### config.mk
export PLATFORM = sky130hd
export DESIGN_NAME = lpf_mc
export DESIGN_NICKNAME = d
export VERILOG_FILES = /design/src/rtl/lpf_pkg.sv /design/src/rtl/lpf_mac.sv /design/src/rtl/lpf_mc.sv
export SDC_FILE = /design/constraint.sdc
export NUM_CORES = 2
export LEC_CHECK = 0
export ABC_AREA = 1
export CORE_UTILIZATION = 45
export CTS_BUF_LIST = sky130_fd_sc_hd__clkbuf_8
export CTS_CLUSTER_DIAMETER = 40
export DETAILED_ROUTE_END_ITERATION = 8
export PLACE_DENSITY = 0.68
export SETUP_SLACK_MARGIN = 0.02
export SYNTH_ARGS = -nofsm -noshare
export SYNTH_HDL_FRONTEND = slang
export SYNTH_SLANG_ARGS = --single-unit
### constraint.sdc
create_clock -name clk -period 8 [get_ports clk]
set_input_delay 1.6 -clock clk [delete_from_list [all_inputs] [get_ports clk]]
set_output_delay 1.6 -clock clk [all_outputs]
set_load 0.03 [all_outputs]
### src/rtl/lpf_pkg.sv
// Shared definitions for the multi-channel low-pass filter: controller
// state encoding and the unity-coefficient helper.
package lpf_pkg;

    typedef enum logic [1:0] {
        IDLE = 2'd0,
        CALC = 2'd1,
        DONE = 2'd2
    } lpf_state_t;

    // Coefficient value that represents k = 1.0 for a given fraction width.
    function automatic int k_one(input int k_frac);
        return 1 << k_frac;
    endfunction

endpackage

### src/rtl/lpf_mac.sv
// Shared subtract / multiply / shift-add datapath. Stage one registers
// (x - state) * keff. Stage two adds the floored, scaled product back onto
// the state. All sequencing comes from the parent controller.
module lpf_mac
    import lpf_pkg::*;
#(
    parameter int DATA_W = 32,
    parameter int K_W    = 16,
    parameter int K_FRAC = 15
) (
    input  logic                     clk,
    input  logic                     rst,
    input  logic                     load,
    input  logic signed [DATA_W-1:0] st,
    input  logic signed [DATA_W-1:0] xin,
    input  logic        [K_W:0]      keff,
    output logic signed [DATA_W-1:0] y_new
);

    localparam int PW = DATA_W + K_W + 2;

    logic signed [DATA_W:0]   diff;
    logic signed [PW-1:0]     diff_x;
    logic signed [PW-1:0]     keff_x;
    logic signed [PW-1:0]     prod_next;
    logic signed [PW-1:0]     prod_reg;
    logic signed [DATA_W-1:0] step;

    // One extra bit keeps the difference exact for any pair of samples.
    assign diff      = {xin[DATA_W-1], xin} - {st[DATA_W-1], st};
    assign diff_x    = {{(PW-DATA_W-1){diff[DATA_W]}}, diff};
    assign keff_x    = {{(PW-K_W-1){1'b0}}, keff};
    assign prod_next = diff_x * keff_x;

    // Arithmetic shift floors toward minus infinity. Because 0 <= k <= 1 the
    // step never overshoots x, so truncation to DATA_W is lossless.
    assign step  = DATA_W'(prod_reg >>> K_FRAC);
    assign y_new = st + step;

    // Pipeline register between multiply and accumulate.
    always_ff @(posedge clk) begin
        if (rst) begin
            prod_reg <= '0;
        end else if (load) begin
            prod_reg <= prod_next;
        end
    end

endmodule

### src/rtl/lpf_mc.sv
// Multi-channel first-order IIR low-pass filter. A start pulse snapshots the
// inputs, then every channel goes through one shared multiplier (two cycles
// per channel). The visible outputs are refreshed all at once with a
// one-cycle done pulse, so they never show a half-finished run.
module lpf_mc
    import lpf_pkg::*;
#(
    parameter int DATA_W = 32,
    parameter int K_W    = 16,
    parameter int K_FRAC = 15,
    parameter int CH     = 4
) (
    input  logic                 clk,
    input  logic                 rst,
    input  logic                 lpfsta,
    input  logic                 init,
    input  logic                 bypass,
    input  logic [CH-1:0]        ch_en,
    input  logic [CH*DATA_W-1:0] x,
    input  logic [CH*DATA_W-1:0] y_init,
    input  logic [K_W-1:0]       lpf_k,
    output logic [CH*DATA_W-1:0] y,
    output logic                 busy,
    output logic                 done
);

    localparam int IW = (CH > 1) ? $clog2(CH) : 1;
    localparam logic [K_W:0] K_ONE = (K_W+1)'(k_one(K_FRAC));

    lpf_state_t            fsm_reg;
    logic [IW-1:0]         idx_reg;
    logic                  phase_reg;
    logic                  done_reg;

    logic [CH*DATA_W-1:0]  x_sh_reg;
    logic [K_W-1:0]        k_sh_reg;
    logic                  byp_sh_reg;
    logic [CH-1:0]         en_sh_reg;

    logic [CH*DATA_W-1:0]  st_flat;
    logic signed [DATA_W-1:0] st_cur;
    logic signed [DATA_W-1:0] x_cur;
    logic signed [DATA_W-1:0] y_new;
    logic [K_W:0]          k_ext;
    logic [K_W:0]          keff;

    logic                  do_init;
    logic                  do_capture;
    logic                  mac_load;
    logic                  st_wr;
    logic                  do_pub;
    logic                  last_ch;

    // Control strobes decoded from the controller state.
    assign do_init    = (fsm_reg == IDLE) && init;
    assign do_capture = (fsm_reg == IDLE) && !init && lpfsta;
    assign mac_load   = (fsm_reg == CALC) && !phase_reg;
    assign st_wr      = (fsm_reg == CALC) && phase_reg;
    assign do_pub     = (fsm_reg == DONE);
    assign last_ch    = (idx_reg == IW'(CH-1));

    assign busy = (fsm_reg != IDLE);
    assign done = done_reg;

    // Coefficients above 1.0 are clamped; bypass forces exactly 1.0.
    assign k_ext = {1'b0, k_sh_reg};
    assign keff  = byp_sh_reg ? K_ONE : ((k_ext > K_ONE) ? K_ONE : k_ext);

    // Operand select for the channel currently in the datapath.
    assign st_cur = st_flat[int'(idx_reg)*DATA_W +: DATA_W];
    assign x_cur  = x_sh_reg[int'(idx_reg)*DATA_W +: DATA_W];

    lpf_mac #(
        .DATA_W (DATA_W),
        .K_W    (K_W),
        .K_FRAC (K_FRAC)
    ) u_mac (
        .clk   (clk),
        .rst   (rst),
        .load  (mac_load),
        .st    (st_cur),
        .xin   (x_cur),
        .keff  (keff),
        .y_new (y_new)
    );

    // Sequencer: capture shadows, walk channels in two phases, publish.
    always_ff @(posedge clk) begin
        if (rst) begin
            fsm_reg    <= IDLE;
            idx_reg    <= '0;
            phase_reg  <= 1'b0;
            done_reg   <= 1'b0;
            x_sh_reg   <= '0;
            k_sh_reg   <= '0;
            byp_sh_reg <= 1'b0;
            en_sh_reg  <= '0;
        end else begin
            done_reg <= 1'b0;
            case (fsm_reg)
                IDLE: begin
                    if (do_capture) begin
                        x_sh_reg   <= x;
                        k_sh_reg   <= lpf_k;
                        byp_sh_reg <= bypass;
                        en_sh_reg  <= ch_en;
                        idx_reg    <= '0;
                        phase_reg  <= 1'b0;
                        fsm_reg    <= CALC;
                    end
                end
                CALC: begin
                    if (!phase_reg) begin
                        phase_reg <= 1'b1;
                    end else begin
                        phase_reg <= 1'b0;
                        if (last_ch) begin
                            fsm_reg <= DONE;
                        end else begin
                            idx_reg <= idx_reg + 1'b1;
                        end
                    end
                end
                DONE: begin
                    done_reg <= 1'b1;
                    idx_reg  <= '0;
                    fsm_reg  <= IDLE;
                end
                default: fsm_reg <= IDLE;
            endcase
        end
    end

    // Per-channel filter state and published output.
    generate
        for (genvar gi = 0; gi < CH; gi++) begin : g_ch
            logic signed [DATA_W-1:0] st_reg;
            logic        [DATA_W-1:0] y_reg;

            // State: preload, or accept the datapath result on its own slot.
            always_ff @(posedge clk) begin
                if (rst) begin
                    st_reg <= '0;
                end else if (do_init) begin
                    st_reg <= y_init[gi*DATA_W +: DATA_W];
                end else if (st_wr && (idx_reg == IW'(gi)) && en_sh_reg[gi]) begin
                    st_reg <= y_new;
                end
            end

            // Output: follows a preload immediately, otherwise only on publish.
            always_ff @(posedge clk) begin
                if (rst) begin
                    y_reg <= '0;
                end else if (do_init) begin
                    y_reg <= y_init[gi*DATA_W +: DATA_W];
                end else if (do_pub) begin
                    y_reg <= st_reg;
                end
            end

            assign st_flat[gi*DATA_W +: DATA_W] = st_reg;
            assign y[gi*DATA_W +: DATA_W]       = y_reg;
        end
    endgenerate

endmodule

==> flow_metrics.py <==
metrics = {
    "sta": {
        "clock_skew_ps": 43.8,
        "tightest_slew_ps": 1130,
        "setup_viol": 16,
        "rsz0062_at_grt": "true",
        "hold_viol_final": 0,
        "period_minus_slack_ps": 8220,
        "slew_violations": 0,
        "post-route-period-util": 1.03,
        "setup_ws_ps": -220,
        "fmax_mhz": 122,
        "slew_headroom": 0.236,
        "fin_tns_setup_ps": -1500,
    },
    "global_routing": {
        "grt_max_degree": 173,
        "grt_pass1_wl_um": 248000,
        "grt_pass1_vias": 42300,
        "gr-total-overflow": 0,
        "antenna_found_initial": 5,
        "grt.total_usage": 0.348,
    },
    "placement": {
        "port_buffers": 410,
        "place.gp.congestion": 1.03,
        "pre_cts_slack_ps": -629,
        "detailed_place.area_mm2": 0.0507,
        "dp_cells": 7700,
        "detailedPlacementHpwl_um": 131000,
    },
    "synth": {
        "synth_top_family_by_area": "adder cells",
        "synth_fa_ha_area_frac": 0.287,
        "synthCells": 5802,
        "ys_ff_latch": 443,
        "synth-xor-area-share": 0.0100,
        "ys_seq_area_frac": 0.214,
        "yosys.area_share.simple": 0.218,
        "synth-main-ff-cell": "dfxtp_1",
        "syn_nets": 6743,
        "synth-edff-count": 0,
        "syn_avg_cell_area_um2": 7.13,
        "syn_area_mm2": 0.0414,
        "synth_compound_area_frac": 0.149,
        "synth_cell_type_count": 54,
        "synth-async-reset-ratio": 0,
        "synth-warning-count": 0,
        "synth_mux_area_frac": 0,
    },
    "outcome": {
        "outcome": "finished, violations left",
        "violations": "negative setup slack",
    },
    "cells_and_area": {
        "syn_to_final_growth_pct": 33.6,
        "final_common_cell": "nand2_1",
        "finalNetCount": 7613,
        "stdcell_count": 7914,
        "drive_gt1_frac": 0.187,
        "layout_common_cells": "nand2_1, inv_1, nor2_1",
        "design_area_mm2": 0.0553,
    },
    "route": {
        "detail_route.iter0.violations": 3264,
        "drt-total-wl_um": 164000,
        "vias_per_cell": 5.33,
        "first_pass_iters": 6,
        "met2WireLength_um": 75200,
        "met1Wirelength_um": 66900,
        "highest_layer": "met5",
        "ant_nets": 0,
        "drc": 0,
        "dr_wl_met3_um": 12300,
        "detail_route.wl_per_cell_um": 20.7,
        "vias": 42200,
    },
    "clock_tree": {
        "h-tree-depth": 3,
        "root_buffer": "clkbuf_8",
        "cts_tree": "built",
        "cts.sinks": 443,
        "numCtsBuffers": 82,
        "postCtsHoldBufs": 0,
        "clkTransAtPathRegs_ps": 60,
        "clock_latency_ps": 720,
        "cts.path.max_buffers": 3,
    },
    "setup_path": {
        "cp.required_ps": 8580,
        "startpoint_type": "flop",
        "worstPathBufferInverterCount": 16,
        "cp_data_arrival_time_ps": 8800,
        "critPathMaxStageDelay_ps": 550,
        "path_class": "flop to flop",
        "critPathSlowestCell": "fa_1",
        "cp_max_fo": 8,
        "cp_common_cell": "nand2_2",
        "crit_family": "adder cells",
        "worstSetupEndpointType": "flop",
    },
    "job": {
        "cap_violations": 0,
    },
    "floorplanning": {
        "rows": 110,
        "die-area_mm2": 0.0932,
        "start_util": 0.457,
        "die_w_um": 305,
        "io_pins": 411,
        "dieHeight_um": 305,
        "core_mm2": 0.0906,
    },
    "min_path": {
        "hp-class": "flop to flop",
    },
}
cell families after synthesis:
| group | count (synthesis) |
|---|---|
| AOI/OAI and AO/OA | 1075 |
| xor gates and xnor gates | 44 |
| adders and majority gates | 660 |
| buffers and inverters | 1319 |
| DFF | 443 |
| and+or+nand+nor | 2261 |
Yosys cell counts (15+ instances only):
cell / number / area (um^2)
a21oi_1: 304 / 1520
nor2_2: 17 / 106
nand3_1: 163 / 816
o21ai_1: 45 / 225
o21ai_0: 418 / 2090
clkbuf_1: 202 / 758
o22ai_1: 31 / 194
or2_2: 16 / 100
o21a_1: 143 / 1070
a21o_1: 15 / 113
nand2_1: 1208 / 4530
xor2_1: 26 / 228
a32oi_1: 31 / 272
ha_1: 177 / 2210
buf_1: 23 / 86.3
dfxtp_1: 443 / 8870
nor2_1: 765 / 2870
a31oi_1: 27 / 169
buf_2: 45 / 225
inv_1: 1017 / 3820
o21bai_1: 21 / 158
nand4_1: 31 / 194
inv_2: 19 / 71.3
fa_1: 483 / 9670
repair_timing:
item | CTS | global route
cloned | 1 | 1
setup buffers | 34 | 29
gates resized for setup | 257 | 330
endpoints found under the setup margin | 32 | 32
hold endpoints to repair | 0 | 0
pin swaps | 99 | 184
layout make-up:
type / count / area [um^2]
antenna: 1 / 2.50
clock buffer: 99 / 1360
clock inverter: 50 / 432
fill: 8379 / 35300
inverter: 1043 / 3990
multi-input combinational: 4040 / 29500
sequential: 443 / 8870
tap: 1176 / 1470
timing repair buffer: 1062 / 9650
through the flow:
step	utilization	hold WS, ps
after floorplan	-	444
after global placement	0.560	457
after detailed placement	0.560	466
after CTS	0.595	476
after global routing	0.611	498
final	0.611	475
layer usage:
layer  vias up  track usage
met2      1710        0.560
met5         -            0
met1     20300        0.447
met3       481       0.0624
li1      19700            -
met4         4        0.182
path summary, 6_finish.rpt:
check / from / end / slack [ps] / cells past startpoint
setup reg to reg: idx_reg[0] / u_mac.prod_reg[46] / -220 / 47
hold / removal: k_sh_reg[7] / k_sh_reg[7] / 480 / 2
hold reg to reg: k_sh_reg[7] / k_sh_reg[7] / 480 / 2
setup / recovery: idx_reg[0] / u_mac.prod_reg[46] / -220 / 47
tightest hold or removal path: stages, from the launching register on:
cell,delay [ps]
dfxtp_1,310
inv_1,60
a21oi_1,50
Power is not shown: default switching activity piles up to over one toggle a cycle in this logic, so the estimate is an artifact.
